## config.mk

```make
export PLATFORM = sky130hd
export DESIGN_NAME = mm_game_ctrl_flat
export DESIGN_NICKNAME = d
export VERILOG_FILES = /design/src/rtl/mm_game_pkg.sv /design/src/rtl/mm_game_ctrl_if.sv /design/src/rtl/mm_game_score.sv /design/src/rtl/mm_game_ctrl.sv /design/src/flat_wrapper.sv
export SDC_FILE = /design/constraint.sdc
export NUM_CORES = 1
export LEC_CHECK = 0
export ABC_AREA = 1
export ABC_CLOCK_PERIOD_IN_PS = 1800
export CAP_MARGIN = 30
export CORE_ASPECT_RATIO = 1.75
export CORE_MARGIN = 4
export CORE_UTILIZATION = 41
export CTS_CLUSTER_SIZE = 14
export DETAILED_ROUTE_END_ITERATION = 10
export PLACE_DENSITY = 0.76
export SLEW_MARGIN = 20
export SYNTH_ARGS = -nofsm -noshare
export SYNTH_HDL_FRONTEND = slang
export SYNTH_HIERARCHICAL = 1
export SYNTH_SLANG_ARGS = --single-unit
export TNS_END_PERCENT = 5
```

## constraint.sdc

```tcl
create_clock -name dclk -period 1.8 [get_ports dclk]
set_input_delay 0.18 -clock dclk [delete_from_list [all_inputs] [get_ports dclk]]
set_output_delay 0.18 -clock dclk [all_outputs]
set_load 0.03 [all_outputs]
```

## src/rtl/mm_game_pkg.sv

```systemverilog
// mm_game_pkg: shared types and constants for the game sequencing controller.
//   state_e    - controller FSM states
//   CTRL_*     - counter move codes (move_ctrl / cnt_ctrl encoding)
//   COUNT_*    - counter values with game meaning
//   fix_seed   - maps the degenerate seeds 0 and 15 onto the counter reset value
//   sat_inc4   - 4-bit increment that sticks at 15
package mm_game_pkg;

    typedef enum logic [2:0] {
        S_IDLE      = 3'd0,
        S_LOAD      = 3'd1,
        S_WAIT_MOVE = 3'd2,
        S_STEP      = 3'd3,
        S_CHECK     = 3'd4,
        S_DONE      = 3'd5
    } state_e;

    localparam logic [1:0] CTRL_UP1 = 2'b00;
    localparam logic [1:0] CTRL_UP2 = 2'b01;
    localparam logic [1:0] CTRL_DN1 = 2'b10;
    localparam logic [1:0] CTRL_DN2 = 2'b11;

    localparam logic [3:0] COUNT_WIN  = 4'hF;
    localparam logic [3:0] COUNT_LOSE = 4'h0;
    localparam logic [3:0] COUNT_RST  = 4'h7;

    // A seed already sitting on a terminal value would end the round
    // before any move, so it is replaced by the mid-range reset value.
    function automatic logic [3:0] fix_seed(input logic [3:0] s);
        return (s == COUNT_LOSE || s == COUNT_WIN) ? COUNT_RST : s;
    endfunction

    function automatic logic [3:0] sat_inc4(input logic [3:0] v);
        return (v == 4'hF) ? v : v + 4'd1;
    endfunction

endpackage

```

## src/rtl/mm_game_ctrl_if.sv

```systemverilog
// mm_game_ctrl_if: player/stimulus, counter and score signals of the game
// controller.
//   master - player side plus the counter (drives start/seed/move/count)
//   slave  - the controller (drives move_ready, counter controls, scores)
interface mm_game_ctrl_if;
    logic       start;
    logic [3:0] seed;
    logic       move_valid;
    logic [1:0] move_ctrl;
    logic       move_ready;
    logic [3:0] count;
    logic       cnt_init;
    logic [3:0] cnt_inval;
    logic [1:0] cnt_ctrl;
    logic [3:0] win_cnt;
    logic [3:0] loss_cnt;
    logic       round_win;
    logic       round_loss;
    logic       game_over;
    logic       player_won;

    modport master (
        output start, seed, move_valid, move_ctrl, count,
        input  move_ready, cnt_init, cnt_inval, cnt_ctrl, win_cnt, loss_cnt,
               round_win, round_loss, game_over, player_won
    );

    modport slave (
        input  start, seed, move_valid, move_ctrl, count,
        output move_ready, cnt_init, cnt_inval, cnt_ctrl, win_cnt, loss_cnt,
               round_win, round_loss, game_over, player_won
    );
endinterface

```

## src/rtl/mm_game_score.sv

```systemverilog
// mm_game_score: game score keeping.
//   clk_i, rst_ni      - clock, async active-low reset
//   clr_i              - clear both scores (new game)
//   win_stb_i          - round won this cycle
//   loss_stb_i         - round lost this cycle
//   done_i             - controller is in DONE
//   win_cnt_o/loss_cnt_o   - saturating round counters
//   round_win_o/round_loss_o - registered one-cycle round pulses
//   win_hit_o/loss_hit_o   - this strobe makes its counter reach the target
//   player_won_o       - game ended on the win target
module mm_game_score
    import mm_game_pkg::*;
#(
    parameter int WIN_TARGET  = 3,
    parameter int LOSS_TARGET = 3
) (
    input  logic       clk_i,
    input  logic       rst_ni,
    input  logic       clr_i,
    input  logic       win_stb_i,
    input  logic       loss_stb_i,
    input  logic       done_i,
    output logic [3:0] win_cnt_o,
    output logic [3:0] loss_cnt_o,
    output logic       round_win_o,
    output logic       round_loss_o,
    output logic       win_hit_o,
    output logic       loss_hit_o,
    output logic       player_won_o
);
    localparam logic [3:0] WIN_T  = 4'(WIN_TARGET);
    localparam logic [3:0] LOSS_T = 4'(LOSS_TARGET);

    logic [3:0] win_q, win_d, loss_q, loss_d;
    logic       rw_q, rl_q;

    always_comb begin
        win_d  = win_q;
        loss_d = loss_q;
        if (clr_i) begin
            win_d  = 4'd0;
            loss_d = 4'd0;
        end else begin
            if (win_stb_i)  win_d  = sat_inc4(win_q);
            if (loss_stb_i) loss_d = sat_inc4(loss_q);
        end
    end

    // Target compare on the post-increment value so CHECK can branch to
    // DONE in the same cycle the deciding round is judged.
    assign win_hit_o  = win_stb_i  && (sat_inc4(win_q)  >= WIN_T);
    assign loss_hit_o = loss_stb_i && (sat_inc4(loss_q) >= LOSS_T);

    always_ff @(posedge clk_i or negedge rst_ni) begin
        if (!rst_ni) begin
            win_q  <= 4'd0;
            loss_q <= 4'd0;
            rw_q   <= 1'b0;
            rl_q   <= 1'b0;
        end else begin
            win_q  <= win_d;
            loss_q <= loss_d;
            rw_q   <= win_stb_i;
            rl_q   <= loss_stb_i;
        end
    end

    assign win_cnt_o    = win_q;
    assign loss_cnt_o   = loss_q;
    assign round_win_o  = rw_q;
    assign round_loss_o = rl_q;
    assign player_won_o = done_i && (win_q >= WIN_T);
endmodule

```

## src/rtl/mm_game_ctrl.sv

```systemverilog
// mm_game_ctrl: sequencing controller for the multi-mode 4-bit game counter.
// Loads the round seed, lets the counter step once per accepted move, judges
// the result (15 win, 0 loss), keeps score and declares game over.
//   dclk, arstn - clock, async active-low reset
//   bus         - mm_game_ctrl_if.slave: start/seed, move handshake, counter
//                 INIT/inval/ctrl + count feedback, scores and game status
// Build option: MM_GAME_TIMEOUT_EN adds a per-round move counter; a round that
// reaches MAX_MOVES moves without 0/15 is scored as a loss.
module mm_game_ctrl
    import mm_game_pkg::*;
#(
    parameter int WIN_TARGET  = 3,
    parameter int LOSS_TARGET = 3,
    parameter int MAX_MOVES   = 8
) (
    input  logic          dclk,
    input  logic          arstn,
    mm_game_ctrl_if.slave bus
);
    state_e     state_q, state_d;
    logic [3:0] seed_q, seed_d;
    logic [1:0] mv_q, mv_d;
    logic       start_ok, is_win, is_lose, timeout;
    logic       win_stb, loss_stb, win_hit, loss_hit;

    assign start_ok = bus.start && (state_q == S_IDLE || state_q == S_DONE);
    assign is_win   = (bus.count == COUNT_WIN);
    assign is_lose  = (bus.count == COUNT_LOSE);

`ifdef MM_GAME_TIMEOUT_EN
    logic [7:0] mcnt_q, mcnt_d;

    assign timeout = (state_q == S_CHECK) && !is_win && !is_lose
                     && (mcnt_q + 8'd1 == 8'(MAX_MOVES));

    always_comb begin
        mcnt_d = mcnt_q;
        if (state_q == S_LOAD)
            mcnt_d = 8'd0;
        else if (state_q == S_CHECK && !is_win && !is_lose)
            mcnt_d = mcnt_q + 8'd1;
    end

    always_ff @(posedge dclk or negedge arstn) begin
        if (!arstn) mcnt_q <= 8'd0;
        else        mcnt_q <= mcnt_d;
    end
`else
    logic unused_max_moves;
    assign unused_max_moves = |8'(MAX_MOVES);
    assign timeout = 1'b0;
`endif

    assign win_stb  = (state_q == S_CHECK) && is_win;
    assign loss_stb = (state_q == S_CHECK) && (is_lose || timeout);

    always_comb begin
        state_d = state_q;
        seed_d  = start_ok ? fix_seed(bus.seed) : seed_q;
        mv_d    = mv_q;
        unique case (state_q)
            S_IDLE:      if (bus.start) state_d = S_LOAD;
            S_LOAD:      state_d = S_WAIT_MOVE;
            S_WAIT_MOVE: if (bus.move_valid) begin
                             mv_d    = bus.move_ctrl;
                             state_d = S_STEP;
                         end
            S_STEP:      state_d = S_CHECK;
            S_CHECK:     if (win_stb || loss_stb)
                             state_d = (win_hit || loss_hit) ? S_DONE : S_LOAD;
                         else
                             state_d = S_WAIT_MOVE;
            S_DONE:      if (bus.start) state_d = S_LOAD;
            default:     state_d = S_IDLE;
        endcase
    end

    always_ff @(posedge dclk or negedge arstn) begin
        if (!arstn) begin
            state_q <= S_IDLE;
            seed_q  <= COUNT_RST;
            mv_q    <= CTRL_UP1;
        end else begin
            state_q <= state_d;
            seed_q  <= seed_d;
            mv_q    <= mv_d;
        end
    end

    // Outside LOAD/STEP the counter is held by reloading its own value.
    assign bus.cnt_init   = (state_q != S_STEP);
    assign bus.cnt_inval  = (state_q == S_LOAD) ? seed_q : bus.count;
    assign bus.cnt_ctrl   = (state_q == S_STEP) ? mv_q : CTRL_UP1;
    assign bus.move_ready = (state_q == S_WAIT_MOVE);
    assign bus.game_over  = (state_q == S_DONE);

    mm_game_score #(
        .WIN_TARGET (WIN_TARGET),
        .LOSS_TARGET(LOSS_TARGET)
    ) u_score (
        .clk_i       (dclk),
        .rst_ni      (arstn),
        .clr_i       (start_ok),
        .win_stb_i   (win_stb),
        .loss_stb_i  (loss_stb),
        .done_i      (state_q == S_DONE),
        .win_cnt_o   (bus.win_cnt),
        .loss_cnt_o  (bus.loss_cnt),
        .round_win_o (bus.round_win),
        .round_loss_o(bus.round_loss),
        .win_hit_o   (win_hit),
        .loss_hit_o  (loss_hit),
        .player_won_o(bus.player_won)
    );
endmodule

```

## src/flat_wrapper.sv

```systemverilog
// flat-port wrapper written by rule: the top's interface ports become plain ports
module mm_game_ctrl_flat import mm_game_pkg::*;
#(
    parameter int WIN_TARGET  = 3,
    parameter int LOSS_TARGET = 3,
    parameter int MAX_MOVES   = 8
)
  (dclk, arstn, bus_start, bus_seed, bus_move_valid, bus_move_ctrl, bus_count, bus_move_ready, bus_cnt_init, bus_cnt_inval, bus_cnt_ctrl, bus_win_cnt, bus_loss_cnt, bus_round_win, bus_round_loss, bus_game_over, bus_player_won);
  mm_game_ctrl_if bus_i ();
  input  logic dclk;
  input  logic arstn;
  input wire logic [$bits(bus_i.start)-1:0] bus_start;
  input wire logic [$bits(bus_i.seed)-1:0] bus_seed;
  input wire logic [$bits(bus_i.move_valid)-1:0] bus_move_valid;
  input wire logic [$bits(bus_i.move_ctrl)-1:0] bus_move_ctrl;
  input wire logic [$bits(bus_i.count)-1:0] bus_count;
  output wire logic [$bits(bus_i.move_ready)-1:0] bus_move_ready;
  output wire logic [$bits(bus_i.cnt_init)-1:0] bus_cnt_init;
  output wire logic [$bits(bus_i.cnt_inval)-1:0] bus_cnt_inval;
  output wire logic [$bits(bus_i.cnt_ctrl)-1:0] bus_cnt_ctrl;
  output wire logic [$bits(bus_i.win_cnt)-1:0] bus_win_cnt;
  output wire logic [$bits(bus_i.loss_cnt)-1:0] bus_loss_cnt;
  output wire logic [$bits(bus_i.round_win)-1:0] bus_round_win;
  output wire logic [$bits(bus_i.round_loss)-1:0] bus_round_loss;
  output wire logic [$bits(bus_i.game_over)-1:0] bus_game_over;
  output wire logic [$bits(bus_i.player_won)-1:0] bus_player_won;
  assign bus_i.start = bus_start;
  assign bus_i.seed = bus_seed;
  assign bus_i.move_valid = bus_move_valid;
  assign bus_i.move_ctrl = bus_move_ctrl;
  assign bus_i.count = bus_count;
  assign bus_move_ready = bus_i.move_ready;
  assign bus_cnt_init = bus_i.cnt_init;
  assign bus_cnt_inval = bus_i.cnt_inval;
  assign bus_cnt_ctrl = bus_i.cnt_ctrl;
  assign bus_win_cnt = bus_i.win_cnt;
  assign bus_loss_cnt = bus_i.loss_cnt;
  assign bus_round_win = bus_i.round_win;
  assign bus_round_loss = bus_i.round_loss;
  assign bus_game_over = bus_i.game_over;
  assign bus_player_won = bus_i.player_won;
  mm_game_ctrl #(.WIN_TARGET(WIN_TARGET), .LOSS_TARGET(LOSS_TARGET), .MAX_MOVES(MAX_MOVES)) u_core (.dclk(dclk), .arstn(arstn), .bus(bus_i));
endmodule
```

# [After elaboration in Yosys (flattened, before gate mapping)]
# Index checks and enable logic that the tools add are counted.
[totals] in_bits=14 word_cells=56 register_bits=19 output_inout_bits=20
[classes] reduce_logical=18 add_sub_neg=2 n_eq_ne=12 mux=14 order_cmp=3
[op_table] op="$mux W4" n=8
[op_table] op="$eq A4 B4 Y1 const B" n=4
[op_table] op="$pmux W3 S5" n=1
[op_table] op="$ge A4 B2 Y1 const B" n=3
[op_table] op="$mux W3" n=4
[op_table] op="$add A4 B1 Y4 const B" n=2
[op_table] op="$logic_not A4 Y1" n=2
[op_table] op="$eq A3 B2 Y1 const B" n=2
[op_table] op="$eq A3 B3 Y1 const B" n=2
[op_table] op="$logic_and A1 B1 Y1" n=6
[op_table] op="$logic_or A1 B1 Y1" n=4
[op_table] op="$reduce_and A2 Y1" n=2
[op_table] op="$reduce_bool A2 Y1" n=2
[op_table] op="$eq A3 B1 Y1 const B" n=1
[op_table] op="$logic_not A3 Y1" n=1
[op_table] op="$ne A3 B2 Y1 const B" n=1
[op_table] op="$mux W2" n=1
[op_table] op="$ne A2 B1 Y1 const B" n=1
[op_table] op="$ne A2 B2 Y1 const B" n=1
[op_table] op="$reduce_or A2 Y1" n=1

# [Longest topological paths before layout]
[logic_depth] ltp_word=8 depth_mapped=11 ltp_nobuf=11

# [Modules after synthesis]
# Netlist, hierarchy kept.
[by_module_without_submodules] mod="mm_game_score" n_inst=1 area_each_um2=603.1 cells_per_inst=88 seq_area_each_um2=250.2
[by_module_without_submodules] mod="mm_game_ctrl" n_inst=1 area_each_um2=590.6 cells_per_inst=86 seq_area_each_um2=229.0

# [Least setup slack after synthesis]
# No wires, ideal clock.
[synth_path] path_type="reg2reg" from="register u_core.u_score.win_q[0] (netlist: u_core/u_score/win_cnt_o[0])" to="register u_core.state_q[2]" period_less_slack_ns=1.802 t_required_ns=1.656 slack_ns=-0.002 n_path_buf=0 stages_incl_launch_ff=12 t_arrival_ns=1.658 setup_time_ns=0.144 path_cell_list="dfrtp_1 ha_1 inv_1 nand2_1 nand2_1 nor2_2 nand3_1 nor2_1 nor2_1 or2_2 nand2_1 nand3_1"
[synth_via] elab_chain_len=8 elab_cells_between_ends=9 cone_classes="add/sub: 1; order compare: 1; eq/ne: 1; mux: 4; reduce/logical: 2"
[synth_lines] item="start: declaration" line="mm_game_score.sv:34" text="logic [3:0] win_q, win_d, loss_q, loss_d;"
[synth_lines] item="start signal: assignment" line="mm_game_score.sv:61" text="win_q <= win_d;"
[synth_lines] item="$add A4 B1 Y4 or $eq A4 B4 Y1 (tied branches)" line="mm_game_pkg.sv:34" text="return (v == 4'hF) ? v : v + 4'd1;"
[synth_lines] item="$mux W4 (*)" line="mm_game_pkg.sv:34"
[synth_lines] item="$ge A4 B2 Y1 (*)" line="mm_game_score.sv:51" text="assign win_hit_o = win_stb_i && (sat_inc4(win_q) >= WIN_T);"
[synth_lines] item="$logic_and A1 B1 Y1 (*)" line="mm_game_score.sv:51"
[synth_lines] item="via u_core.win_hit" line="mm_game_ctrl.sv:24" text="logic win_stb, loss_stb, win_hit, loss_hit;"
[synth_lines] item="$logic_or A1 B1 Y1 (*)" line="mm_game_ctrl.sv:70" text="state_d = (win_hit || loss_hit) ? S_DONE : S_LOAD;"
[synth_lines] item="$mux W3 (*)" line="mm_game_ctrl.sv:70"
[synth_lines] item="$mux W3 (*)" line="mm_game_ctrl.sv:69" text="S_CHECK: if (win_stb || loss_stb)"
[synth_lines] item="$pmux W3 S5 (*)" line="mm_game_ctrl.sv:61" text="unique case (state_q)"
[synth_lines] item="end signal: assignment" line="mm_game_ctrl.sv:84" text="state_q <= state_d;"
[synth_lines] item="end: declaration" line="mm_game_ctrl.sv:20" text="state_e state_q, state_d;"
# Mark *: on every way through the listed nets, which the timed path passes. The rest lies on a longest branch.
# A chain may end at the register's enable or synchronous reset.

# [Worst setup path in the final report]
[layout_path] from="register u_core.state_q[1]" to="output bus_cnt_inval[2]"
[layout_via] elab_chain_len=2
[layout_lines] item="$eq A3 B1 Y1" line="mm_game_ctrl.sv:92" text="assign bus.cnt_inval = (state_q == S_LOAD) ? seed_q : bus.count;"
[layout_lines] item="$mux W4" line="mm_game_ctrl.sv:92"
[layout_lines] item="end: declaration" line="flat_wrapper.sv:19" text="output wire logic [$bits(bus_i.cnt_inval)-1:0] bus_cnt_inval;"
# No other way between the ends.

==> metrics.md <==
| Metric | Value |
|---|---|
| Status | completed |
| Metal3 WL | between 100 and 150 um |
| Final hold violation count | 0 |
| Area grow syn2layout | 40.15% |
| DRT iter0 DRCs | 45 |
| Most common cell after layout, fill and taps aside | nand2_1 |
| CP Capture Type | output pin |
| Share of cells above drive strength 1 | approximately 16% |
| Net Count, Synth | between 150 and 200 |
| Drt pass-1 iters | 4 |
| Initial antenna violation count | 0 |
| Sequential Power Share | 31.1% |
| Critical path origin | u_core/state_q[1] |
| Worst R2R Path Depth | 10 |
| Core area | 0.002753 mm2 |
| Setup TNS | 0 ns |
| Avg Cell Area, Syn | roughly 6.9 um2 |
| Final net count | 237 |
| Synth cell types | 20 |
| Clk buf depth | 2 |
| Worst skew pair latency | 0.25 ns |
| Max-slew violations | 0 |
| CTS Buf Count | 3 |
| Die Y-Extent | 79.38 um |
| I/O Pins | 34 |
| TritonCTS Sinks | 19 |
| DR WL met2 | between 1000 and 1500 um |
| Number of global-route vias before repair | 1191 |
| Routed wire length | 2764 um |
| Fmax | roughly 600 MHz |
| WL met1 | around 1100 um |
| Logic pwr share | 56.3% |
| Clock Tree Root | clkbuf_8 |
| Final GP Congestion | 0.8421 |
| Remaining DRCs | 0 |
| Most frequent cells in the layout | 44 x nand2_1, 30 x inv_1, 23 x clkdlybuf4s50_1, 23 x nor2_1 |
| Lkg Pwr | 0.8735 nW |
| Post-place instance area | 0.001624 mm2 |
| Max Used Layer | met4 |
| Setup Viol. Count Final | 0 |
| Total die area | 0.003872 mm2 |
| Antenna viol nets, final | 0 |
| Wire length of the first global-routing pass | 4774 um |
| IO Port Bufs | 33 |
| HPWL after DPL | 2189 um |
| Largest net degree at the start of global routing | 20 |
| CTS tree | yes |
| Synthesized area | around 0.0012 mm2 |
| FP Rows | 25 |
| Unrepaired setup endpoints after global routing | no |
| Antenna cells | 0 |
| Vias/cell | 5.077 |
| Reg clk slew, reported paths | 0.07 ns |
| Critical path launch point type | register |
| Post-layout instance area | 0.001673 mm2 |
| Total GRT Usage | 15.16% |
| Net load switching power | 0.001061 W |
| Least-Margin Pin Slew | about 0.31 ns |
| Critical Path AT | between 1 and 1.5 ns |
| Worst hold path type | primary input to asynchronous set/reset pin |
| Synthesis Warnings | 6 |
| Setup Fix Bufs, Post-CTS | 0 |
| GRT Residual Overflow | 0 |
| Sequential share of the synthesized area | 40.15% |
| Clock Power Share | around 13% |
| Sw frac | 46.10% |
| MaxCap Viol Count | 0 |
| Register bit total from synthesis | 19 |
| Crit path time final | 1.670 ns |
| Routed via count | 1254 |
| Synthesized instance count | roughly 170 |
| Hold_buf cts | 0 |
| Int Pwr | approximately 0.0012 W |
| PwrDens | 1375 mW/mm2 |
| Initial Util | a little over two fifths |
| DR WL/cell | 11.19 um |
| R2r startpoint | u_core/u_score/loss_cnt_o[0] |
| Die Width | 48.79 um |
| H-tree depth | 1 |
| CP Max Fanout | 9 |
| Layout Skew | 0.004844 ns |
| Peak supply drop | 0.6110 mV |
| Max-slew headroom | 79.33% |
| Worst EP required | ~1.6 ns |
| Final Cycle Share | 92.75% |
| Critical path class | register to output pin |
[cell type report]
type	count	area, um2
fillers	285	1080
multi-input cells	122	599.3
flip-flops and latches	19	483.0
repair buffers	43	391.6
inverters	32	120.1
clock buffers	4	45.04
well taps	27	33.78
[through the flow]
step	setup WS, ns	instances	hold slack [ns]	power (W)	utilization, %
2_1_floorplan	0.01116	174	-0.1156	0.001568	-
3_3_place_gp	0.1096	243	0.4614	0.002053	59.00
3_5_place_dp	0.08826	243	0.4649	0.002074	59.00
4_1_cts	0.07845	247	0.2608	0.002313	60.23
5_1_grt	0.006350	247	0.2973	0.002506	60.77
6_report	0.1305	247	0.2585	0.002301	60.77
[what timing repair did]
item                       4_1_cts  5_1_grt
gates cloned                     0        0
setup endpoints to repair        9        5
pin swaps                        0        0
resized for setup                9        6
[final timing paths]
kind | to | slack (ns)
setup / recovery | bus_cnt_inval[2] | 0.13
hold / removal | u_core/seed_q[3] | 0.26
setup reg to reg | u_core/state_q[2] | 0.15
hold reg to reg | u_core/seed_q[1] | 0.48
max in group asynchronous | u_core/seed_q[2] | 1.28
min in group dclk | u_core/seed_q[1] | 0.48
[registers in the layout, summed over array words and instances (netlist names)]
register,count
u_core/mv_q,2
u_core/seed_q,4
u_core/state_q,3
u_core/u_score/loss_cnt_o,4
u_core/u_score/round_loss_o,1
u_core/u_score/round_win_o,1
u_core/u_score/win_cnt_o,4
[worst max-delay path, cell delays in order, from the launching register on]
cell           delay (ns)
dfrtp_1              0.39
inv_2                0.10
nand3_2              0.16
a21oi_1              0.17
dlygate4sd2_1        0.41
[power groups by stage]
stage	logic [W]	registers (W)	clock network (W)
finish	0.00129	0.000715	0.000291
global route	0.00144	0.000743	0.000326
CTS	0.00130	0.000707	0.000305
detailed placement	0.00136	0.000715	0
global placement	0.00134	0.000709	0
floorplan	0.000789	0.000780	0
[Yosys cell counts]
master / number / area [um2]
a21oi_1: 10 / 50.05
a31oi_1: 2 / 12.51
buf_4: 1 / 7.510
dfrtp_1: 16 / 400.4
dfstp_2: 3 / 78.83
ha_1: 2 / 25.02
inv_1: 30 / 112.6
inv_2: 2 / 7.510
nand2_1: 46 / 172.7
nand2_2: 3 / 18.77
nand3_1: 14 / 70.07
nand3_2: 2 / 20.02
nand4_1: 2 / 12.51
nor2_1: 23 / 86.33
nor2_2: 1 / 6.260
nor3_4: 2 / 32.53
o21ai_0: 8 / 40.04
o21ai_1: 3 / 15.01
o22ai_1: 3 / 18.77
or2_2: 1 / 6.260
[cell families (layout without fill, tap and decap cells)]
group	count (synthesis)	count (layout)	share of synthesized area, %
simple gates	94	94	35.64
buf+inv	33	79	10.69
compound gates	26	26	11.43
flops	19	19	40.15
fa+ha+maj	2	2	2.096
[per-layer routing]
layer  global-route usage [%]  up-vias
li1                         -      643
met1                    16.25      569
met2                    27.62       35
met3                    2.243        7
met4                    8.356        0
met5                        0        -
Note: power is estimated with default switching activity, not from simulation.
